[src/rtl/sipo_rx_ctrl.sv]
// Start/stop framed serial-to-parallel receiver with a one-word valid/ready output buffer.
// Define SIPO_RX_CTRL_PARITY_EN to add an even-parity bit after the data and a parity_err pulse.
module sipo_rx_ctrl #(
  parameter int WIDTH = 4
) (
  input  logic             clk,
  input  logic             rst_n,
  input  logic             bit_en,
  input  logic             sdata,
  output logic [WIDTH-1:0] out_data,
  output logic             out_valid,
  input  logic             out_ready,
  output logic             busy,
  output logic             frame_err,
`ifdef SIPO_RX_CTRL_PARITY_EN
  output logic             parity_err,
`endif
  output logic             overrun
);

  localparam int CW = $clog2(WIDTH + 1);

  typedef enum logic [1:0] {
    IDLE   = 2'd0,
    SHIFT  = 2'd1,
    STOP   = 2'd2
`ifdef SIPO_RX_CTRL_PARITY_EN
    ,
    PARITY = 2'd3
`endif
  } state_t;

  state_t           state_q;
  logic [CW-1:0]    cnt_q;
  logic [WIDTH-1:0] shift_q;
  logic [WIDTH-1:0] out_data_q;
  logic             out_valid_q;
  logic             frame_err_q;
  logic             overrun_q;
`ifdef SIPO_RX_CTRL_PARITY_EN
  logic             par_bad_q;
  logic             parity_err_q;
`endif

  // NOTE: every register below, including the shift register and output word,
  // is in the async reset so a mid-frame reset leaves no stale data behind.
  always_ff @(posedge clk or negedge rst_n) begin
    if (!rst_n) begin
      state_q      <= IDLE;
      cnt_q        <= '0;
      shift_q      <= '0;
      out_data_q   <= '0;
      out_valid_q  <= 1'b0;
      frame_err_q  <= 1'b0;
      overrun_q    <= 1'b0;
`ifdef SIPO_RX_CTRL_PARITY_EN
      par_bad_q    <= 1'b0;
      parity_err_q <= 1'b0;
`endif
    end else begin
      // NOTE: pulses default low each cycle; later non-blocking writes in this
      // block override these defaults, so a pulse lasts exactly one clock.
      frame_err_q <= 1'b0;
      overrun_q   <= 1'b0;
`ifdef SIPO_RX_CTRL_PARITY_EN
      parity_err_q <= 1'b0;
`endif
      if (out_valid_q && out_ready) out_valid_q <= 1'b0;

      if (bit_en) begin
        case (state_q)
          IDLE: begin
            if (!sdata) begin
              cnt_q   <= '0;
              state_q <= SHIFT;
            end
          end
          SHIFT: begin
            shift_q <= {shift_q[WIDTH-2:0], sdata};
            cnt_q   <= cnt_q + 1'b1;
            if (cnt_q == CW'(WIDTH - 1)) begin
`ifdef SIPO_RX_CTRL_PARITY_EN
              state_q <= PARITY;
`else
              state_q <= STOP;
`endif
            end
          end
`ifdef SIPO_RX_CTRL_PARITY_EN
          PARITY: begin
            // Even parity: data bits XOR parity bit must be 0.
            par_bad_q <= (^shift_q) ^ sdata;
            state_q   <= STOP;
          end
`endif
          STOP: begin
            state_q <= IDLE;
            if (!sdata) begin
              frame_err_q <= 1'b1;
`ifdef SIPO_RX_CTRL_PARITY_EN
            end else if (par_bad_q) begin
              parity_err_q <= 1'b1;
`endif
            end else if (!out_valid_q || out_ready) begin
              out_data_q  <= shift_q;
              out_valid_q <= 1'b1;
            end else begin
              overrun_q <= 1'b1;
            end
          end
          default: state_q <= IDLE;
        endcase
      end
    end
  end

  assign out_data  = out_data_q;
  assign out_valid = out_valid_q;
  assign busy      = (state_q != IDLE);
  assign frame_err = frame_err_q;
  assign overrun   = overrun_q;
`ifdef SIPO_RX_CTRL_PARITY_EN
  assign parity_err = parity_err_q;
`endif

endmodule

[config.mk]
export PLATFORM = sky130hd
export DESIGN_NAME = sipo_rx_ctrl
export DESIGN_NICKNAME = d
export VERILOG_FILES = /design/src/rtl/sipo_rx_ctrl.sv
export SDC_FILE = /design/constraint.sdc
export NUM_CORES = 1
export LEC_CHECK = 0
export CORE_MARGIN = 2
export CORE_UTILIZATION = 51
export CTS_BUF_LIST = sky130_fd_sc_hd__clkbuf_16
export CTS_CLUSTER_DIAMETER = 200
export DETAILED_ROUTE_END_ITERATION = 7
export PLACE_DENSITY = 0.87
export SYNTH_ARGS = -nofsm -noshare
export SYNTH_HDL_FRONTEND = slang
export SYNTH_SLANG_ARGS = --single-unit
[constraint.sdc]
create_clock -name clk -period 3.5 [get_ports clk]
set_clock_uncertainty 0.05 [all_clocks]
set_input_delay 0.35 -clock clk [delete_from_list [all_inputs] [get_ports clk]]
set_output_delay 0.35 -clock clk [all_outputs]
set_load 0.1 [all_outputs]
After elaboration in Yosys (flattened, before gate mapping)
Index checks and enable logic that the tools add are counted.
{"block": "classes", "n_addsub": 1, "mux": 17, "n_eq_ne": 5, "n_reduce_logical": 10}
{"cell": "two-way mux 1 bit", "count": 12}
{"cell": "one-hot mux 3 bit (2 select lines)", "count": 1}
{"cell": "AND reduction 3 bit", "count": 2}
{"cell": "two-way mux 2 bit", "count": 2}
{"cell": "inequality test 2 bit, second input constant", "count": 2}
{"cell": "one-hot mux 2 bit (2 select lines)", "count": 1}
{"cell": "AND reduction 4 bit", "count": 1}
{"cell": "nonzero test 2 bit", "count": 2}
{"cell": "adder 3 x 1 -> 3 bit, second input constant", "count": 1}
{"cell": "equality test 3 x 2 -> 1 bit, second input constant", "count": 1}
{"cell": "two-way mux 3 bit", "count": 1}
{"cell": "equality test 2 x 1 -> 1 bit, second input constant", "count": 1}
{"cell": "equality test 2 bit, second input constant", "count": 1}
{"cell": "logical NOT 2 bit", "count": 1}
{"cell": "AND reduction 2 bit", "count": 1}
{"cell": "logical AND 1 bit", "count": 1}
{"cell": "logical NOT 1 bit", "count": 1}
{"cell": "logical OR 1 bit", "count": 1}
{"block": "word_totals", "ff_bits": 16, "in_bits": 5, "word_cells": 40, "output_inout_bits": 8}

Longest topological paths before layout
Gate-level depths: netlist (run 1).
{"block": "logic_depth", "ltp_word": 6, "ltp_mapped": 5, "mapped_depth_nobuf": 5}

Worst setup path after synthesis (run 1)
No wires, ideal clock.
{"block": "synth_path", "path_kind": "reg2reg", "start": "register out_valid_q, in the netlist out_valid", "end": "register out_data_q[0], in the netlist out_data[0]", "period_less_slack_ns": 1.770, "required_time_ns": 3.325, "n_path_buf": 0, "setup_time_ns": 0.125, "path_slack_ns": 1.730, "arrival_time_ns": 1.595, "stages_incl_launch_ff": 4, "cell_sequence": "dfrtp_1 nand2b_1 and2b_2 mux2_2"}
{"block": "synth_via", "elab_chain_cells": 3}
{"item": "from (decl)", "line_no": "37", "rtl": "logic out_valid_q;"}
{"item": "from (signal assigned)", "line_no": "53", "rtl": "out_valid_q <= 1'b0;"}
{"item": "from (signal assigned)", "line_no": "68", "rtl": "if (out_valid_q && out_ready) out_valid_q <= 1'b0;"}
{"item": "from (signal assigned)", "line_no": "106", "rtl": "out_valid_q <= 1'b1;"}
{"item": "logical NOT 1 bit", "line_no": "104", "rtl": "end else if (!out_valid_q || out_ready) begin"}
{"item": "logical OR 1 bit", "line_no": "104"}
{"item": "AND reduction 4 bit (no line)"}
{"item": "to (signal assigned)", "line_no": "105", "rtl": "out_data_q <= shift_q;"}
{"item": "to (decl)", "line_no": "36", "rtl": "logic [WIDTH-1:0] out_data_q;"}
Every way passes these cells.
A chain may end at the register's enable or synchronous reset.

Final worst setup path (run 1)
{"block": "layout_path", "start": "register state_q[1]", "end": "output port busy"}
{"block": "layout_via", "elab_chain_cells": 1}
{"item": "from (decl)", "line_no": "33", "rtl": "state_t state_q;"}
{"item": "from (signal assigned)", "line_no": "49", "rtl": "state_q <= IDLE;"}
{"item": "from (signal assigned)", "line_no": "75", "rtl": "state_q <= SHIFT;"}
{"item": "from (signal assigned)", "line_no": "85", "rtl": "state_q <= STOP;"}
{"item": "nonzero test 2 bit", "line_no": "119", "rtl": "assign busy = (state_q != IDLE);"}
{"item": "to (decl)", "line_no": "13", "rtl": "output logic busy,"}
Every way passes these cells.

==> results.py, run 1 <==
metrics = {
    "grt": {
        "grt_start_max_net_pins": 17,
        "grt_pass1_vias": 422,
        "track_usage": 0.2114,
        "grt_overflow": 0,
        "grt_pass1_wl_um": 2070,
        "grt_antenna_before_repair": 0,
    },
    "cts": {
        "clock-sinks": 16,
        "htree_levels": 1,
        "clkLatencyLatePin_ns": 0.24,
        "postCtsSetupBuffers": 0,
        "cts_resized": 0,
        "clk_pin_slew_worst_paths_ns": 0.05,
        "clk_path_buf_depth": 2,
        "cts_hold_buf": 0,
        "cts-root-buf": "clkbuf_16",
        "cts_tree": "built",
        "numCtsBuffers": 3,
    },
    "floorplanning": {
        "die_height_um": 40.37,
        "initial_utilization": 0.5316,
        "rows": 13,
        "die_area_mm2": 0.001629,
        "coreArea_mm2": 0.001269,
        "io_pins": 13,
        "die_w_um": 40.37,
    },
    "cells_and_area": {
        "n_fill_cell": 98,
        "final_cell_mix": "dfrtp_1 (16), clkdlybuf4s50_1 (12), mux2_2 (8), clkbuf_16 (3)",
        "syn2layout_area_growth_pct": 31.54,
        "final_common_cell": "dfrtp_1",
        "layout-drive-gt1-share": 0.2903,
        "fin_nets": 70,
        "seq_area_um2": 400.4,
        "diodes": 0,
        "multi_input_comb_area_um2": 257.7,
    },
    "logic_synthesis": {
        "synth.distinct_cells": 21,
        "syn_inst": 47,
        "synth.area.top_cells": "dfrtp_1 (59%), mux2_2 (13%), ha_1 (3.7%)",
        "netlist_area_um2": 674.4,
        "avgSynthCellArea_um2": 14.35,
        "ys_ff_latch": 16,
        "syn_nets": 54,
        "yosysTopAreaCell": "dfrtp_1",
        "synth_seq_area_share": 0.5937,
        "synth_warnings": 0,
        "yosysTopAreaCellShare": 0.5937,
    },
    "pwr": {
        "clkPwrFrac": 0.252,
        "leakagePower_uw": 0.0004074,
        "p_comb_frac": 0.408,
        "p_int_uw": 525.8,
        "ir_worst_vdd_uv": 415.1,
        "p_sw_frac": 0.3925,
        "p_sw_uw": 339.7,
        "pwr-share-seq": 0.340,
        "cellPowerDensity_mw_per_mm2": 975.6,
        "p_total_uw": 865.4,
    },
    "setup_path": {
        "required_ns": 3.10,
        "r2r-start": "state_q[1]$_DFFE_PN0P_",
        "crit_type": "reg -> out",
        "crit_fanout": 9,
        "end_kind": "output pin",
        "worstPathArrival_ns": 2.06,
        "worstSetupStartpointType": "register",
        "reg2reg_to": "out_data[1]$_DFFE_PN0P_",
        "critPathLaunch": "state_q[1]$_DFFE_PN0P_",
        "ff2ff_setup_slack_ns": 1.91,
        "r2r_cells": 3,
    },
    "timing": {
        "final_hold_viol_count": 0,
        "tightest_slew_ns": 0.9630,
        "setup_violations": 0,
        "worst_slew_margin_rel": 0.3560,
        "setup_tns_ns": 0,
        "period_minus_slack_ns": 2.459,
        "rsz0062_at_grt": "false",
        "drv_slew": 0,
        "fmax_ghz": 0.4067,
        "fin_ws_ns": 1.041,
        "min_period_over_period": 0.7026,
    },
    "hold_path": {
        "holdPathStages": 1,
        "min_to": "cnt_q[2]$_DFFE_PN0P_",
        "hold_path_class": "reg -> reg",
        "worstHoldStart": "cnt_q[2]$_DFFE_PN0P_",
    },
    "placement": {
        "place.gp.congestion": 0.6838,
        "dp.final_hpwl_um": 876.8,
        "io_buffers": 12,
        "pre_cts_ws_ns": 1.320,
    },
    "run": {
        "cap_violations": 0,
    },
    "routing": {
        "via_count": 430,
        "drcViolationCount": 0,
        "drt_wl_total_um": 1285,
        "postRouteAntennaNets": 0,
        "via_per_inst": 5.584,
        "drtIter0Drc": 5,
        "wire_per_inst_um": 16.69,
        "firstDrtPassIters": 4,
    },
    "outcome": {
        "outcome": "complete, no violations",
    },
}
## registers in the layout, indices dropped and copies added, names as in the netlist
| signal | count |
|---|---|
| cnt_q | 3 |
| out_valid | 1 |
| overrun | 1 |
| shift_q | 4 |
| out_data | 4 |
| state_q | 2 |
| frame_err | 1 |
## stage by stage
stage / instance area (µm²) / cells / utilization / hold WS (ns)
global route: 887.1 / 77 / 0.6992 / 0.4711
finish: 887.1 / 77 / 0.6992 / 0.4328
detailed placement: 808.3 / 73 / 0.6371 / 0.4291
global placement: 808.3 / 73 / 0.6371 / 0.4221
floorplan: 674.4 / 47 / - / 0.004409
CTS: 887.1 / 77 / 0.6992 / 0.4393
## cell families (layout without fill, tap and decap cells)
family	after synthesis	count (layout)	share of synthesized area
multiplexers	9	9	0.1558
AND/OR/NAND/NOR	10	10	0.1151
flip-flops	16	16	0.5937
adder cells (fa/ha/maj)	2	2	0.03710
buffers and inverters	4	19	0.02411
AO/OA/AOI/OAI	6	6	0.07421
## cells in the mapped netlist (all sizes together)
cell type and count:
a211o 1, a22o 2, and2b 1, clkbuf 1, dfrtp 16, ha 2
inv 3, mux2 9, nand2 2, nand2b 1, nand4b 1, nor2 1
nor3 1, nor4b 1, o21ai 1, o2bb2ai 1, o41ai 1, or2 1
or3 1
## metal layers
| layer | share of wire | track usage |
|---|---|---|
| met2 | 0.51 | 0.3333 |
| met5 | 0 | 0 |
| met1 | 0.42 | 0.2714 |
| met3 | 0.033 | 0.03333 |
| met4 | 0.030 | 0.1250 |
## how the worst max path moves through the flow
stage / endpoint / slack (ns) / cells past startpoint
3_3_place_gp: busy / 1.35 / 2
5_1_grt: busy / 0.98 / 2
3_5_place_dp: busy / 1.32 / 2
4_1_cts: busy / 1.04 / 2
2_1_floorplan: out_data[0]$_DFFE_PN0P_ / 1.73 / 3
6_report: busy / 1.04 / 2
## final cells by class
cell class	count	area share
clock buffer	3	0.08463
tap	15	0.02116
sequential	16	0.4513
multi-input combinational	27	0.2905
timing repair buffer	12	0.1354
clock inverter	1	0.004231
inverter	3	0.01269
## power by group through the flow
stage	logic (µW)	clock network [µW]	registers, µW
after CTS	357	223	294
after floorplan	184	0	382
final	353	218	294
after global routing	374	232	303
after global placement	341	0	292
after detailed placement	350	0	298
## critical path, stage by stage, from the launching register on
cell and delay [ns]:
dfrtp_1 0.53, or2_2 0.17, clkdlybuf4s50_1 1.11
(Power assumes the default switching activity.)
==> inputs of run 2 (changes only) <==
--- a/config.mk
+++ b/config.mk
@@ -6,11 +6,11 @@
 export NUM_CORES = 1
 export LEC_CHECK = 0
 export CORE_MARGIN = 2
-export CORE_UTILIZATION = 51
+export CORE_UTILIZATION = 48
 export CTS_BUF_LIST = sky130_fd_sc_hd__clkbuf_16
 export CTS_CLUSTER_DIAMETER = 200
 export DETAILED_ROUTE_END_ITERATION = 7
-export PLACE_DENSITY = 0.87
+export PLACE_DENSITY = 0.83
 export SYNTH_ARGS = -nofsm -noshare
 export SYNTH_HDL_FRONTEND = slang
 export SYNTH_SLANG_ARGS = --single-unit
==> constraint.sdc (replaced) <==
create_clock -name clk -period 2.5 [get_ports clk]
set_clock_uncertainty 0.05 [all_clocks]
set_input_delay 0.25 -clock clk [delete_from_list [all_inputs] [get_ports clk]]
set_output_delay 0.25 -clock clk [all_outputs]
set_load 0.1 [all_outputs]
==> run 2 against run 1 <==
Against the previous run:
- design area down 2.3%
- non-clock buffer count did not move
- die area increased by 5.6%
- cell count is the same
- sequential power rose by 43%
- worst hold slack worse by 0.051 ns
- flip-flop and latch count is the same
- clock-buffer cell count unchanged
- first-iteration DRC count is the same
- via count decreased by 1.2%
- worst setup slack worse by 0.11 ns
- combinational power up 34%
- critical path type unchanged
==> results.py, run 2 (synthesis results as in run 1) <==
metrics = {
    "outcome": {
        "outcome": "complete, no violations",
    },
    "cts": {
        "cts_resized": 0,
        "clk_pin_slew_worst_paths_ns": 0.05,
        "htree_levels": 1,
        "cts_tree": "built",
        "clkLatencyLatePin_ns": 0.25,
        "numCtsBuffers": 3,
        "cts_hold_buf": 0,
        "cts-root-buf": "clkbuf_16",
        "clock-sinks": 16,
        "clk_path_buf_depth": 2,
        "postCtsSetupBuffers": 0,
    },
    "grt": {
        "grt_antenna_before_repair": 0,
        "track_usage": 0.1704,
        "grt_pass1_wl_um": 2090,
        "grt_pass1_vias": 446,
        "grt_overflow": 0,
        "grt_start_max_net_pins": 17,
    },
    "floorplanning": {
        "initial_utilization": 0.5183,
        "die_height_um": 41.49,
        "die_w_um": 41.49,
        "die_area_mm2": 0.001721,
        "rows": 13,
        "io_pins": 13,
        "coreArea_mm2": 0.001301,
    },
    "placement": {
        "placed_cell_area_um2": 788.3,
        "place.gp.congestion": 0.7692,
        "dp.final_hpwl_um": 834.6,
        "io_buffers": 12,
    },
    "routing": {
        "via_count": 425,
        "drt_wl_total_um": 1224,
        "via_per_inst": 5.519,
        "firstDrtPassIters": 4,
        "wire_per_inst_um": 15.90,
        "postRouteAntennaNets": 0,
        "drcViolationCount": 0,
        "drtIter0Drc": 5,
    },
    "timing": {
        "period_minus_slack_ns": 1.574,
        "tightest_slew_ns": 0.7106,
        "worst_slew_margin_rel": 0.5248,
        "setup_tns_ns": 0,
        "min_period_over_period": 0.6294,
        "final_hold_viol_count": 0,
        "setup_violations": 0,
        "fmax_ghz": 0.6355,
        "drv_slew": 0,
        "holdWs_ns": 0.3818,
        "rsz0062_at_grt": "false",
    },
    "setup_path": {
        "end_kind": "output pin",
        "required_ns": 2.20,
        "worstSetupStartpointType": "register",
        "r2r_cells": 3,
        "crit_type": "reg -> out",
        "worstPathArrival_ns": 1.27,
        "ff2ff_setup_slack_ns": 0.95,
        "crit_fanout": 9,
    },
    "cells_and_area": {
        "syn2layout_area_growth_pct": 28.57,
        "diodes": 0,
        "final_common_cell": "dfrtp_1",
        "layout-drive-gt1-share": 0.4194,
        "fin_nets": 70,
        "final_cell_mix": "dfrtp_1 (16), mux2_2 (8), buf_4 (8), clkdlybuf4s50_1 (4), clkbuf_16 (3)",
        "finalInstanceArea_um2": 867.1,
        "n_fill_cell": 101,
        "final_core_util": 0.6663,
    },
    "pwr": {
        "cellPowerDensity_mw_per_mm2": 1386,
        "p_total_uw": 1202,
        "ir_worst_vdd_uv": 830.9,
        "leakagePower_uw": 0.0004215,
    },
    "hold_path": {
        "hold_path_class": "in -> async",
    },
    "run": {
        "cap_violations": 0,
    },
}
-- run 2: cell count changes in the layout (fill, tap and decap cells not counted), sizes merged --
cell           delta
buf               +8
clkdlybuf4s50     -8
-- run 2: final cells by class --
cell class                      count  area, µm²  area share
Tap cell                           15      18.77     0.02165
Timing Repair Buffer               12      100.1      0.1154
Clock inverter                      1      3.754    0.004329
Clock buffer                        3      75.07     0.08658
Multi-Input combinational cell     27      257.7      0.2973
Inverter                            3      11.26     0.01299
Sequential cell                    16      400.4      0.4618
-- run 2: power breakdown --
group	switching, µW	internal [µW]
Combinational	306	168
Clock	96.4	212
Sequential	73.2	346
-- run 2: metrics by stage --
stage / worst slack, ns / std cells
after global placement: 0.7416 / 73
after detailed placement: 0.6864 / 73
after floorplan: 0.7296 / 47
after CTS: 0.9281 / 77
after global routing: 0.8413 / 77
final: 0.9265 / 77
-- run 2: metal layers --
layer	GRT usage	part of all wire	routed length, µm
met2	0.2750	0.52	638
met3	0.06522	0.037	45
met4	0.09677	0.0090	11
met5	0	0	0
met1	0.1913	0.43	527
-- run 2: worst paths after layout --
| check | from | to |
|---|---|---|
| worst min register to register | cnt_q[2]$_DFFE_PN0P_ | cnt_q[2]$_DFFE_PN0P_ |
| worst min-delay path | rst_n | state_q[0]$_DFFE_PN0P_ |
| min in group clk | cnt_q[2]$_DFFE_PN0P_ | cnt_q[2]$_DFFE_PN0P_ |
| worst max-delay path | state_q[1]$_DFFE_PN0P_ | busy |
| max in group asynchronous | rst_n | out_data[2]$_DFFE_PN0P_ |
| worst max register to register | state_q[1]$_DFFE_PN0P_ | out_data[0]$_DFFE_PN0P_ |
-- run 2: worst max-delay path: stages (launching register included) --
cell     delay (ns)
dfrtp_1        0.48
or2_2          0.31
buf_4          0.23
==> inputs of run 3 (changes only) <==
==> constraint.sdc (replaced) <==
create_clock -name clk -period 1.55 [get_ports clk]
set_clock_uncertainty 0.05 [all_clocks]
set_input_delay 0.155 -clock clk [delete_from_list [all_inputs] [get_ports clk]]
set_output_delay 0.155 -clock clk [all_outputs]
set_load 0.1 [all_outputs]
==> run 3 against run 2 <==
Against the previous run:
- first-iteration DRC count is 40% higher
- total power is 76% higher
- cell count up 7.8%
- via count rose by 4.7%
- critical path type is now reg -> reg
==> results.py, run 3 (synthesis results as in run 1) <==
metrics = {
    "routing": {
        "firstDrtPassIters": 4,
        "drcViolationCount": 0,
        "drt_wl_total_um": 1317,
        "via_count": 445,
        "via_per_inst": 5.361,
        "wire_per_inst_um": 15.87,
        "postRouteAntennaNets": 0,
        "drtIter0Drc": 7,
    },
    "timing": {
        "setup_violations": 0,
        "worst_slew_margin_rel": 0.8001,
        "tightest_slew_ns": 0.2958,
        "min_period_over_period": 0.9638,
        "fmax_ghz": 0.6694,
        "final_hold_viol_count": 0,
        "setup_tns_ns": 0,
        "drv_slew": 0,
        "holdWs_ns": 0.1749,
        "rsz0062_at_grt": "false",
        "period_minus_slack_ns": 1.494,
    },
    "placement": {
        "io_buffers": 12,
        "placed_cells": 79,
        "place.gp.congestion": 0.8775,
        "dp.final_hpwl_um": 911.9,
    },
    "floorplanning": {
        "initial_utilization": 0.5183,
        "die_height_um": 41.49,
        "io_pins": 13,
        "coreArea_mm2": 0.001301,
        "die_w_um": 41.49,
        "die_area_mm2": 0.001721,
        "rows": 13,
    },
    "cts": {
        "clock-sinks": 16,
        "cts-root-buf": "clkbuf_16",
        "cts_resized": 0,
        "clkLatencyLatePin_ns": 0.24,
        "postCtsSetupBuffers": 0,
        "cts_tree": "built",
        "clk_pin_slew_worst_paths_ns": 0.05,
        "cts_hold_buf": 0,
        "htree_levels": 1,
        "clk_path_buf_depth": 2,
        "numCtsBuffers": 3,
    },
    "cells_and_area": {
        "fin_nets": 76,
        "final_core_util": 0.7788,
        "syn2layout_area_growth_pct": 50.28,
        "final_common_cell": "dfrtp_1",
        "stdcell_count": 83,
        "layout-drive-gt1-share": 0.4853,
        "final_cell_mix": "dfrtp_1 (15), mux2_2 (8), buf_12 (8), buf_4 (6), clkdlybuf4s50_1 (4)",
        "diodes": 0,
        "n_fill_cell": 77,
    },
    "outcome": {
        "outcome": "complete, no violations",
    },
    "setup_path": {
        "required_ns": 1.62,
        "end_kind": "register",
        "worstSetupStartpointType": "register",
        "worstPathArrival_ns": 1.56,
        "crit_fanout": 6,
        "crit_type": "reg -> reg",
        "r2r_cells": 3,
    },
    "grt": {
        "grt_pass1_wl_um": 2325,
        "grt_overflow": 0,
        "track_usage": 0.1804,
        "grt_start_max_net_pins": 17,
        "grt_antenna_before_repair": 0,
        "grt_pass1_vias": 496,
    },
    "pwr": {
        "clkPwrFrac": 0.229,
        "p_total_uw": 2117,
        "ir_worst_vdd_uv": 1163,
        "p_comb_frac": 0.447,
        "p_int_uw": 1314,
        "leakagePower_uw": 0.0004742,
        "pwr-share-seq": 0.324,
        "p_sw_uw": 802.7,
        "p_sw_frac": 0.3792,
        "cellPowerDensity_mw_per_mm2": 2089,
    },
    "hold_path": {
        "hold_path_class": "in -> async",
    },
    "run": {
        "cap_violations": 0,
    },
}
==> run 3: layout make-up <==
type	instances	area [µm²]	share of cell area
well taps	15	18.77	0.01852
clock inverters	1	3.754	0.003704
multi-input cells	27	257.7	0.2543
repair buffers	18	245.2	0.2420
flip-flops and latches	16	401.6	0.3963
inverters	3	11.26	0.01111
clock buffers	3	75.07	0.07407
==> run 3: critical path, cell delays in order, from the launching register on <==
cell and delay, ns:
dfrtp_1 0.44, nand4b_1 0.23, and2b_2 0.30, mux2_2 0.35
==> run 3: power by group through the flow <==
stage / sequential (µW) / combinational, µW / clock, µW
final: 685 / 947 / 485
after global routing: 700 / 986 / 515
after CTS: 683 / 952 / 489
after detailed placement: 684 / 936 / 0
after global placement: 677 / 913 / 0
after floorplan: 863 / 415 / 0
==> run 3: path summary, 6_finish.rpt <==
kind                                         from  slack [ns]                      end
setup / recovery           state_q[0]$_DFFE_PN0P_        0.06  out_data[1]$_DFFE_PN0P_
hold / removal                              rst_n        0.17     cnt_q[0]$_DFFE_PN0P_
max in group asynchronous                   rst_n        1.08      out_valid$_DFF_PN0_
min in group clk             cnt_q[2]$_DFFE_PN0P_        0.45     cnt_q[2]$_DFFE_PN0P_
hold reg to reg              cnt_q[2]$_DFFE_PN0P_        0.45     cnt_q[2]$_DFFE_PN0P_
setup reg to reg           state_q[0]$_DFFE_PN0P_        0.06  out_data[1]$_DFFE_PN0P_
==> run 3: metal layers <==
| layer | up-vias | track usage | share of wire |
|---|---|---|---|
| li1 | 212 | - | - |
| met1 | 224 | 0.2312 | 0.45 |
| met2 | 7 | 0.3031 | 0.52 |
| met3 | 2 | 0.03913 | 0.024 |
| met4 | 0 | 0.05806 | 0.0068 |
| met5 | - | 0 | 0 |
==> run 3: metrics by stage <==
stage	instance area (µm²)	setup WS (ns)
after global routing	1013	0.01594
after CTS	1013	0.04686
final	1013	0.05618
after floorplan	675.6	0.06891
after detailed placement	934.6	-0.05146
after global placement	934.6	-0.01023
